$ cat config.mk
export PLATFORM = sky130hd
export DESIGN_NAME = load_store_unit
export DESIGN_NICKNAME = d
export VERILOG_FILES = /design/src/rtl/lsu_pkg.sv /design/src/rtl/lsu_byte_lane.sv /design/src/rtl/load_store_unit.sv
export SDC_FILE = /design/constraint.sdc
export NUM_CORES = 1
export LEC_CHECK = 0
export CAP_MARGIN = 20
export CORE_MARGIN = 2
export CORE_UTILIZATION = 51
export CTS_CLUSTER_DIAMETER = 100
export DETAILED_ROUTE_END_ITERATION = 10
export PLACE_DENSITY = 0.86
export SETUP_SLACK_MARGIN = 0.5
export SLEW_MARGIN = 20
export SYNTH_ARGS = -nofsm -noshare
export SYNTH_HDL_FRONTEND = slang
export SYNTH_SLANG_ARGS = --single-unit
$ cat constraint.sdc
create_clock -name clk -period 6.8 [get_ports clk]
set_clock_uncertainty 0.2 [all_clocks]
set_input_delay 1.36 -clock clk [delete_from_list [all_inputs] [get_ports clk]]
set_output_delay 1.36 -clock clk [all_outputs]
set_load 0.005 [all_outputs]
$ cat src/rtl/lsu_pkg.sv
// Shared encodings for the load/store unit: access sizes (funct3) and FSM states.
package lsu_pkg;

    localparam logic [2:0] SZ_B  = 3'b000;
    localparam logic [2:0] SZ_H  = 3'b001;
    localparam logic [2:0] SZ_W  = 3'b010;
    localparam logic [2:0] SZ_BU = 3'b100;
    localparam logic [2:0] SZ_HU = 3'b101;

    typedef enum logic [1:0] {
        IDLE  = 2'b00,
        READ  = 2'b01,
        WRITE = 2'b10,
        RESP  = 2'b11
    } lsu_state_e;

    // True for the five funct3 values the unit understands.
    function automatic logic size_legal(input logic [2:0] size);
        return (size == SZ_B) || (size == SZ_H) || (size == SZ_W) ||
               (size == SZ_BU) || (size == SZ_HU);
    endfunction

endpackage

$ cat src/rtl/lsu_byte_lane.sv
// Lane steering for the load/store unit: extracts and extends the addressed
// byte/half of a memory word for loads, and merges store data into that word.
module lsu_byte_lane
    import lsu_pkg::*;
(
    input  logic [31:0] word,
    input  logic [1:0]  offset,
    input  logic [2:0]  size,
    input  logic [31:0] store_data,
    output logic [31:0] load_value,
    output logic [31:0] merged_word
);

    logic [7:0]  byte_sel;
    logic [15:0] half_sel;

    // Pick the addressed lanes and extend according to the load size.
    always_comb begin
        byte_sel = word[{offset, 3'b000} +: 8];
        half_sel = offset[1] ? word[31:16] : word[15:0];
        case (size)
            SZ_B:    load_value = {{24{byte_sel[7]}}, byte_sel};
            SZ_BU:   load_value = {24'h000000, byte_sel};
            SZ_H:    load_value = {{16{half_sel[15]}}, half_sel};
            SZ_HU:   load_value = {16'h0000, half_sel};
            default: load_value = word;
        endcase
    end

    // Replace only the addressed lane(s); every other byte keeps the read value.
    always_comb begin
        merged_word = word;
        case (size)
            SZ_B, SZ_BU: merged_word[{offset, 3'b000} +: 8] = store_data[7:0];
            SZ_H, SZ_HU: begin
                if (offset[1]) begin
                    merged_word[31:16] = store_data[15:0];
                end else begin
                    merged_word[15:0] = store_data[15:0];
                end
            end
            default:     merged_word = store_data;
        endcase
    end

endmodule

$ cat src/rtl/load_store_unit.sv
// Load/store unit: turns byte/half/word core requests into word-aligned accesses
// on an async-read, sync-write data memory. Sub-word stores are read-modify-write.
module load_store_unit
    import lsu_pkg::*;
#(
    parameter int unsigned MEM_BYTES = 1024
) (
    input  logic        clk,
    input  logic        rst_n,
    input  logic        core_req_i,
    input  logic        core_we_i,
    input  logic [2:0]  core_size_i,
    input  logic [31:0] core_addr_i,
    input  logic [31:0] core_wd_i,
    output logic [31:0] core_rd_o,
    output logic        core_stall_o,
    output logic        fault_o,
    output logic        mem_we_o,
    output logic [31:0] mem_addr_o,
    output logic [31:0] mem_wd_o,
    input  logic [31:0] mem_rd_i
);

    lsu_state_e  state_q;
    logic [1:0]  offset_q;
    logic [2:0]  size_q;
    logic        we_q;
    logic [31:0] wd_q;
    logic        mem_we_q;

    logic        misaligned;
    logic        out_of_range;
    logic        req_bad;
    logic [31:0] load_value;
    logic [31:0] merged_word;

    // Request check, only meaningful while IDLE.
    always_comb begin
        misaligned = 1'b0;
        if ((core_size_i == SZ_H) || (core_size_i == SZ_HU)) begin
            misaligned = core_addr_i[0];
        end else if (core_size_i == SZ_W) begin
            misaligned = (core_addr_i[1:0] != 2'b00);
        end
        out_of_range = (core_addr_i >= 32'(MEM_BYTES));
        req_bad      = misaligned || out_of_range || !size_legal(core_size_i);
    end

    // Stall while an access is in flight; a faulting request retires immediately.
    always_comb begin
        core_stall_o = core_req_i && (state_q != RESP) && !((state_q == IDLE) && req_bad);
    end

    // Gating with reset keeps a reset that lands in WRITE from committing the store.
    always_comb begin
        mem_we_o = mem_we_q && rst_n;
    end

    lsu_byte_lane u_byte_lane (
        .word        (mem_rd_i),
        .offset      (offset_q),
        .size        (size_q),
        .store_data  (wd_q),
        .load_value  (load_value),
        .merged_word (merged_word)
    );

    // Access FSM with registered memory-side and core-side outputs.
    always_ff @(posedge clk) begin
        if (!rst_n) begin
            state_q    <= IDLE;
            offset_q   <= 2'b00;
            size_q     <= 3'b000;
            we_q       <= 1'b0;
            wd_q       <= 32'h0;
            mem_we_q   <= 1'b0;
            core_rd_o  <= 32'h0;
            mem_addr_o <= 32'h0;
            mem_wd_o   <= 32'h0;
            fault_o    <= 1'b0;
        end else begin
            fault_o  <= 1'b0;
            mem_we_q <= 1'b0;
            case (state_q)
                IDLE: begin
                    if (core_req_i) begin
                        if (req_bad) begin
                            fault_o <= 1'b1;
                        end else begin
                            offset_q   <= core_addr_i[1:0];
                            size_q     <= core_size_i;
                            we_q       <= core_we_i;
                            wd_q       <= core_wd_i;
                            mem_addr_o <= {core_addr_i[31:2], 2'b00};
                            if (core_we_i && (core_size_i == SZ_W)) begin
                                mem_wd_o <= core_wd_i;
                                mem_we_q <= 1'b1;
                                state_q  <= WRITE;
                            end else begin
                                state_q <= READ;
                            end
                        end
                    end
                end
                READ: begin
                    if (we_q) begin
                        mem_wd_o <= merged_word;
                        mem_we_q <= 1'b1;
                        state_q  <= WRITE;
                    end else begin
                        core_rd_o <= load_value;
                        state_q   <= RESP;
                    end
                end
                WRITE:   state_q <= RESP;
                RESP:    state_q <= IDLE;
                default: state_q <= IDLE;
            endcase
        end
    end

endmodule

Yosys cells after proc, flatten, opt, wreduce, memory -nomap -nowiden

Cells that the tools add are included.

Register bits after elaboration: 136
Input port bits: 103

$add $sub $neg: 1
Magnitude comparators: 1
Equality and inequality tests: 15
Shift operators: 3
Muxes and demuxes: 24
Bitwise operators: 2
Reductions and logical operators: 26

Operators with widths:

| operator                 | number |
|---|---|
| $mux W32                 | 4 |
| $pmux W32 S2             | 2 |
| $pmux W32 S4             | 1 |
| $mux W16                 | 3 |
| $bwmux W32               | 1 |
| $ge A32 B11 Y1 const B   | 1 |
| $shift A8 B7 Y32 const A | 1 |
| $shiftx A32 B6 Y8        | 1 |
| $shiftx A8 B7 Y32        | 1 |
| $eq A3 B3 Y1 const B     | 4 |
| $mux W1                  | 8 |
| $ne A2 B2 Y1 const B     | 4 |
| $pmux W2 S4              | 1 |
| $logic_or A1 B1 Y1       | 7 |
| $neg A5 Y7               | 1 |
| $eq A3 B1 Y1 const B     | 2 |
| $logic_not A3 Y1         | 2 |
| $mux W2                  | 3 |
| $reduce_and A3 Y1        | 2 |
| $logic_and A1 B1 Y1      | 5 |
| $reduce_and A5 Y1        | 1 |
| $eq A2 B2 Y1 const B     | 2 |
| $reduce_and A2 Y1        | 2 |
| $reduce_bool A2 Y1       | 2 |
| 8 further kinds          | 11 |

Depth between registers and ports, before layout

Gate-level depths: netlist of run 1.

Depth in word-level cells: 10
Mapped depth: 11
Depth with buffers taken out: 7

By module

A second synthesis of run 1 with hierarchy kept.

Cell total of the unflattened synthesis: 824
Area, all modules: 7044.3 µm²

Modules (own cells, without submodules):

| module          | times used | cells an instance | area an instance (µm²) | seq. area each (µm²) |
|---|---|---|---|---|
| load_store_unit | 1          | 588               | 5317.6                 | 2722.6 |
| lsu_byte_lane   | 1          | 236               | 1726.7                 | 0.0 |

Worst setup path before layout of run 1

Ideal clock, no wire load.

Path type: input port to output port
Start: in core_addr_i[27]
End: out core_stall_o
Arrival: 2262 ps
Required time: 5240 ps
Path slack: 2978 ps
Cell stages on the path: 5
Buffers on the path: 0
Path through: nor4_2 -> nand3_2 -> nor3_1 -> nor2b_1 -> nor3_1

Longest elaborated chain between the ends: 6

Ends and longest elaborated chain:

| element                          | RTL line              | text |
|---|---|---|
| start, declared                  | load_store_unit.sv:13 | `input logic [31:0] core_addr_i,` |
| $ge A32 B11 Y1                   | load_store_unit.sv:45 | `out_of_range = (core_addr_i >= 32'(MEM_BYTES));` |
| $logic_or A1 B1 Y1 (2 in series) | load_store_unit.sv:46 | `req_bad = misaligned \|\| out_of_range \|\| !size_legal(core_size_i);` |
| $logic_and A1 B1 Y1              | load_store_unit.sv:51 | `core_stall_o = core_req_i && (state_q != RESP) && !((state_q == IDLE) && req_bad);` |
| $logic_not A1 Y1                 | load_store_unit.sv:51 |  |
| $logic_and A1 B1 Y1              | load_store_unit.sv:51 |  |
| end, declared                    | load_store_unit.sv:16 | `output logic core_stall_o,` |

No other way between the ends.

Worst setup path after layout of run 1

Start: in core_size_i[2]
End: out core_stall_o

Longest elaborated chain between the ends: 10
Elaborated cells between the ends (all ways): 18

Ends and longest elaborated chain:

| element                                                 | RTL line                             | text |
|---|---|---|
| start, declared                                         | load_store_unit.sv:12                | `input logic [2:0] core_size_i,` |
| $eq A3 B1 Y1 / $logic_not A3 Y1 (equally long branches) | lsu_pkg.sv:19, load_store_unit.sv:40 |  |
| $logic_or A1 B1 Y1 (3 in series)                        | lsu_pkg.sv:19                        | `return (size == SZ_B) \|\| (size == SZ_H) \|\| (size == SZ_W) \|\|` |
| $logic_or A1 B1 Y1                                      | lsu_pkg.sv:20                        | `(size == SZ_BU) \|\| (size == SZ_HU);` |
| $logic_not A1 Y1                                        | load_store_unit.sv:46                |  |
| $logic_or A1 B1 Y1 *                                    | load_store_unit.sv:46                |  |
| $logic_and A1 B1 Y1 *                                   | load_store_unit.sv:51                |  |
| $logic_not A1 Y1 *                                      | load_store_unit.sv:51                |  |
| $logic_and A1 B1 Y1 *                                   | load_store_unit.sv:51                |  |

Every way passes the cells marked *; elsewhere a longest branch is shown, timed or not.

==> results of run 1 <==
[worst max-delay path: stages]
cell and delay [ns]:
clkdlybuf4s50_1 0.47, nor4_1 0.30, o21ai_1 0.19, nor3_1 0.24, nor2b_1 0.07, nor3_1 0.16
clkdlybuf4s50_1 0.54
[final cells by class]
type,instances,area share
multi-input cells,586,0.388
repair buffers,207,0.222
inverters,17,0.00689
well taps,172,0.0232
flip-flops and latches,136,0.294
clock inverters,12,0.0161
clock buffers,20,0.0493
[synth_stat cells, types with 3 or more instances]
cell type  number
a21o_1         12
a21oi_1        45
a221o_1         8
a221oi_1        5
a22oi_1        10
a2bb2oi_1       5
and3_1         26
buf_1           9
buf_2          11
buf_6           5
clkbuf_1       49
dfxtp_1       136
ha_1            8
inv_1          17
mux2_2          5
mux2i_1        38
nand2_1       139
nand2b_1        8
nand3_1        92
nand3_2        11
nand4_1        11
nand4b_1        3
nor2_1          9
nor2b_1        10
nor3_1          6
nor4_1          3
nor4_2          4
nor4b_1         5
o211ai_1       20
o21ai_0        62
o221ai_1       12
[power by group]
part | internal, µW | switching [µW]
clock | 594 | 350
sequential | 797 | 0.113
combinational | 69.2 | 58.6
[cell families after synthesis]
logic type	share of synthesized area
compound gates	0.186
fa+ha+maj	0.0149
buf+inv	0.0609
flops	0.406
mux	0.0719
other cells	0.000560
simple gates	0.259
[per-layer routing]
| metal | vias to the layer above | GRT usage |
|---|---|---|
| li1 | 3225 | - |
| met1 | 3185 | 0.372 |
| met2 | 336 | 0.487 |
| met3 | 61 | 0.0888 |
| met4 | 0 | 0.125 |
| met5 | - | 0 |
[registers in the layout, summed over array words and instances (netlist names)]
name and flops:
size_q 3, fault_o 1, state_q 2, mem_we_q 1, offset_q 2, mem_wd_o 32, mem_addr_o 30, we_q 1
core_rd_o 32, wd_q 32
[stage by stage]
stage / cells / hold WS (ns) / total power [µW]
final: 1150 / 0.246 / 1870
after detailed placement: 1118 / 0.240 / 939
after CTS: 1150 / 0.250 / 1870
after global routing: 1150 / 0.260 / 1920
after global placement: 1118 / 0.232 / 939
after floorplan: 815 / 0.230 / 856
[final timing paths]
path                  startpoint             to  slack, ns  cells past startpoint
setup / recovery  core_size_i[2]   core_stall_o       1.90                      7
hold / removal     mem_addr_o[2]  mem_addr_o[2]       0.25                      2
setup reg to reg     offset_q[1]   mem_wd_o[20]       3.74                      8
hold reg to reg    mem_addr_o[2]  mem_addr_o[2]       0.25                      2
==> flow_metrics.env, run 1 <==
export IMPL_synth_area_leader_cell="dfxtp_1"
export IMPL_fin_area_mm2=0.00926
export IMPL_finalMaxSlewViolations=0
export IMPL_dieHeight_um=119
export IMPL_hold_viol_final=0
export IMPL_worst_pin_slew_ns=1.07
export IMPL_viasPerCell=5.92
export IMPL_start_util=0.527
export IMPL_crit_type="in -> out"
export IMPL_worstPathArrival_ns=3.34
export IMPL_regArea_mm2=0.00272
export IMPL_rows=41
export IMPL_hold_path_class="reg -> reg"
export IMPL_ir_drop_mv=0.161
export IMPL_cts_sink_count=136
export IMPL_wl_met3_um=1870
export IMPL_cts_buffers=17
export IMPL_dr_first_iter_drc_count=743
export IMPL_ys_seq_elements=136
export IMPL_ant_nets=0
export IMPL_layout_setup_ws_ns=1.90
export IMPL_multi_input_area_mm2=0.00360
export IMPL_final_core_util=0.728
export IMPL_synthFlopType="dfxtp_1"
export IMPL_layout_commonest_cell="clkdlybuf4s50_1"
export IMPL_outcome="finished clean"
export IMPL_grt_overflow_total=0
export IMPL_p_leak_uw=0.00370
export IMPL_cts_root_buffer="clkbuf_16"
export IMPL_yosys_warnings=0
export IMPL_route_met2_wl_um=10100
export IMPL_detailed_place_hpwl_um=14500
export IMPL_finalSetupViolCount=0
export IMPL_num_io_pins=202
export IMPL_antenna_cells=0
export IMPL_ys_top_cells_by_area="dfxtp_1 41%, nand2_1 7.8%, nand3_1 6.9%"
export IMPL_start_kind="input port"
export IMPL_antenna_found_initial=0
export IMPL_die_area_mm2=0.0141
export IMPL_fin_crit_ns=4.90
export IMPL_via_count=6807
export IMPL_fin_crit_sh=0.720
export IMPL_wl_met1_um=8520
export IMPL_core_area_mm2=0.0127
export IMPL_grt_max_degree=125
export IMPL_synth_edff_count=0
export IMPL_syn_inst=814
export IMPL_clock_path_buffers=2
export IMPL_critPathRequiredTime_ns=5.24
export IMPL_grt_use_total=0.301
export IMPL_grt_setup_unrepaired="false"
export IMPL_area_growth_syn_to_layout_pct=38.2
export IMPL_cts_setup_buffers=0
export IMPL_most_common_layout_cells="198 x clkdlybuf4s50_1, 139 x nand2_1, 135 x dfxtp_1"
export IMPL_post_place_ws_ns=1.91
export IMPL_drt_pass1_iterations=5
export IMPL_cts_resized=0
export IMPL_wl_um=21200
export IMPL_final_nets=1076
export IMPL_clock_latency_ns=0.42
export IMPL_synthArstFlopShare=0
export IMPL_tns_ns=0
export IMPL_wl_per_cell_um=18.4
export IMPL_cp_end_kind="output pin"
export IMPL_cap_violations=0
export IMPL_synth_top_area_frac=0.406
export IMPL_ctsHoldBuffers=0
export IMPL_yosysSeqAreaShare=0.406
export IMPL_maxUsedRoutingLayer="met4"
export IMPL_grt_pass1_wl_um=33800
export IMPL_htreeDepth=4
export IMPL_synthDistinctLibCells=53
export IMPL_portBuffers=199
export IMPL_avgSynthCellArea_um2=8.23
export IMPL_drc_errors=0
export IMPL_p_per_area_mw_per_mm2=202
export IMPL_slew_headroom=0.282
export IMPL_nFillCells=1029
export IMPL_fmax_mhz=204
export IMPL_grt_pass1_vias=6421
export IMPL_netlist_area_mm2=0.00670
export IMPL_critPathMaxFanout=4
export IMPL_die_width_um=119
export IMPL_post_dp_cell_area_mm2=0.00864
export IMPL_cts_reportedPaths_clkPinSlew_ns=0.06
export IMPL_gp_congestion=0.933
export IMPL_cts_tree="yes"
export IMPL_drive_above_1_share=0.0716
(Power assumes the default switching activity.)
==> inputs of run 2 (changes only) <==
--- a/config.mk
+++ b/config.mk
@@ -7,10 +7,10 @@
 export LEC_CHECK = 0
 export CAP_MARGIN = 20
 export CORE_MARGIN = 2
-export CORE_UTILIZATION = 51
+export CORE_UTILIZATION = 43
 export CTS_CLUSTER_DIAMETER = 100
 export DETAILED_ROUTE_END_ITERATION = 10
-export PLACE_DENSITY = 0.86
+export PLACE_DENSITY = 0.77
 export SETUP_SLACK_MARGIN = 0.5
 export SLEW_MARGIN = 20
 export SYNTH_ARGS = -nofsm -noshare
==> constraint.sdc (replaced) <==
create_clock -name clk -period 4.34 [get_ports clk]
set_clock_uncertainty 0.2 [all_clocks]
set_input_delay 0.868 -clock clk [delete_from_list [all_inputs] [get_ports clk]]
set_output_delay 0.868 -clock clk [all_outputs]
set_load 0.005 [all_outputs]
==> flow_metrics.env, run 2 (synthesis gave the netlist of run 1 again) <==
export IMPL_endpoint="core_stall_o"
export IMPL_die_width_um=129
export IMPL_fin_crit_sh=0.782
export IMPL_portBuffers=199
export IMPL_start_kind="input port"
export IMPL_timing_rr_end="mem_wd_o[21]"
export IMPL_fmax_mhz=295
export IMPL_cp_slowest_stage_delay_ns=0.44
export IMPL_reg_top3="core_rd_o x32, mem_wd_o x32, wd_q x32"
export IMPL_finalSetupViolCount=0
export IMPL_drive_above_1_share=0.0822
export IMPL_via_count=6660
export IMPL_grt_pass1_wl_um=32400
export IMPL_outcome="finished clean"
export IMPL_clock_path_buffers=2
export IMPL_tns_ns=0
export IMPL_viasPerCell=5.68
export IMPL_ctsHoldBuffers=0
export IMPL_area_growth_syn_to_layout_pct=40.3
export IMPL_htreeDepth=4
export IMPL_antenna_cells=0
export IMPL_hold_slack_ns=0.247
export IMPL_antenna_found_initial=0
export IMPL_dieHeight_um=129
export IMPL_regToRegSetupSlack_ns=1.53
export IMPL_grt_max_degree=87
export IMPL_gp_congestion=0.942
export IMPL_grt_use_total=0.250
export IMPL_cap_violations=0
export IMPL_cp_startpoint="core_addr_i[31]"
export IMPL_cts_buffers=17
export IMPL_fin_cells=1173
export IMPL_cp_slowest_cell="clkdlybuf4s50_1"
export IMPL_layout_commonest_cell="clkdlybuf4s50_1"
export IMPL_critPathMaxFanout=3
export IMPL_wl_um=20800
export IMPL_crit_type="in -> out"
export IMPL_cp_end_kind="output pin"
export IMPL_r2r_start="offset_q[0]"
export IMPL_p_leak_uw=0.00379
export IMPL_detailed_place_hpwl_um=14500
export IMPL_worstPathArrival_ns=2.32
export IMPL_grt_pass1_vias=6000
export IMPL_cts_root_buffer="clkbuf_16"
export IMPL_dr_first_iter_drc_count=582
export IMPL_slew_headroom=0.339
export IMPL_rr_worst_depth=7
export IMPL_p_per_area_mw_per_mm2=324
export IMPL_clock_latency_ns=0.42
export IMPL_grt_overflow_total=0
export IMPL_final_nets=1083
export IMPL_cts_sink_count=136
export IMPL_fin_area_mm2=0.00940
export IMPL_core_area_mm2=0.0152
export IMPL_dp_cells=1138
export IMPL_drt_pass1_iterations=5
export IMPL_wl_per_cell_um=17.8
export IMPL_rows=45
export IMPL_finalMaxSlewViolations=0
export IMPL_cts_tree="yes"
export IMPL_fin_crit_ns=3.39
export IMPL_multi_input_area_mm2=0.00362
export IMPL_hold_viol_final=0
export IMPL_num_io_pins=202
export IMPL_grt_setup_unrepaired="false"
export IMPL_post_dp_cell_area_mm2=0.00869
export IMPL_ant_nets=0
export IMPL_regArea_mm2=0.00272
export IMPL_ir_drop_mv=0.273
export IMPL_crit_chain="clkdlybuf4s50_1 -> nor4_4 -> nand3_2 -> nor3_4 -> nor2b_1 -> nor3_1 -> dlymetal6s2s_1"
export IMPL_hold_path_class="reg -> reg"
export IMPL_die_area_mm2=0.0166
export IMPL_drc_errors=0
export IMPL_critPathRequiredTime_ns=3.27
export IMPL_cp_depth=7
export IMPL_nFillCells=1350
export IMPL_cts_reportedPaths_clkPinSlew_ns=0.05
export IMPL_most_common_layout_cells="197 x clkdlybuf4s50_1, 139 x nand2_1, 135 x dfxtp_1"
export IMPL_cpLargestDelayFamily="simple AND/OR/NAND/NOR gates"
export IMPL_cp_num_buf_inv=2
export IMPL_worst_pin_slew_ns=0.986
export IMPL_start_util=0.441
[run 2: report_power, final]
group,leakage (µW),switching [µW],internal (µW)
Combinational,0.00238,93.3,109
Clock,0.000314,581,1020
Sequential,0.00110,0.101,1250
Total,0.00379,675,2380
[run 2: cell type report]
type | instances | area share
sequential | 136 | 0.290
inverter | 17 | 0.00679
multi-input combinational | 586 | 0.385
clock buffer | 20 | 0.0496
clock inverter | 12 | 0.0200
tap | 188 | 0.0250
timing repair buffer | 214 | 0.224
[run 2: metrics by stage]
step                      worst slack, ns  utilization  total power (µW)
after floorplan                      1.50            -              1340
after global placement              0.500        0.572              1470
after detailed placement            0.466        0.572              1470
after CTS                           0.526        0.615              3070
after global routing                0.853        0.618              3140
final                               0.948        0.618              3050
[run 2: how the worst min path moves through the flow]
stage | startpoint | end | cells past startpoint
global placement | mem_addr_o[4] | mem_addr_o[4] | 2
detailed placement | mem_addr_o[6] | mem_addr_o[6] | 2
CTS | wd_q[31] | wd_q[31] | 2
global route | mem_addr_o[4] | mem_addr_o[4] | 2
finish | mem_addr_o[2] | mem_addr_o[2] | 2
floorplan | wd_q[16] | wd_q[16] | 2
[run 2: timing repair]
item                       CTS  global route
buffers inserted             0             3
setup endpoints to repair    1             1
pin swaps                    0             4
gates resized for setup      1             5
[run 2: layer usage]
layer	GRT usage	vias to the layer above	share of wire
li1	-	3240	-
met1	0.320	3112	0.43
met4	0.0786	0	0.024
met3	0.0786	29	0.078
met5	0	-	0
met2	0.403	279	0.47
[run 2: tightest hold or removal path, cell delays in order, from the launching register on]
cell     delay (ns)
dfxtp_1        0.32
nand3_2        0.05
nand2_1        0.04
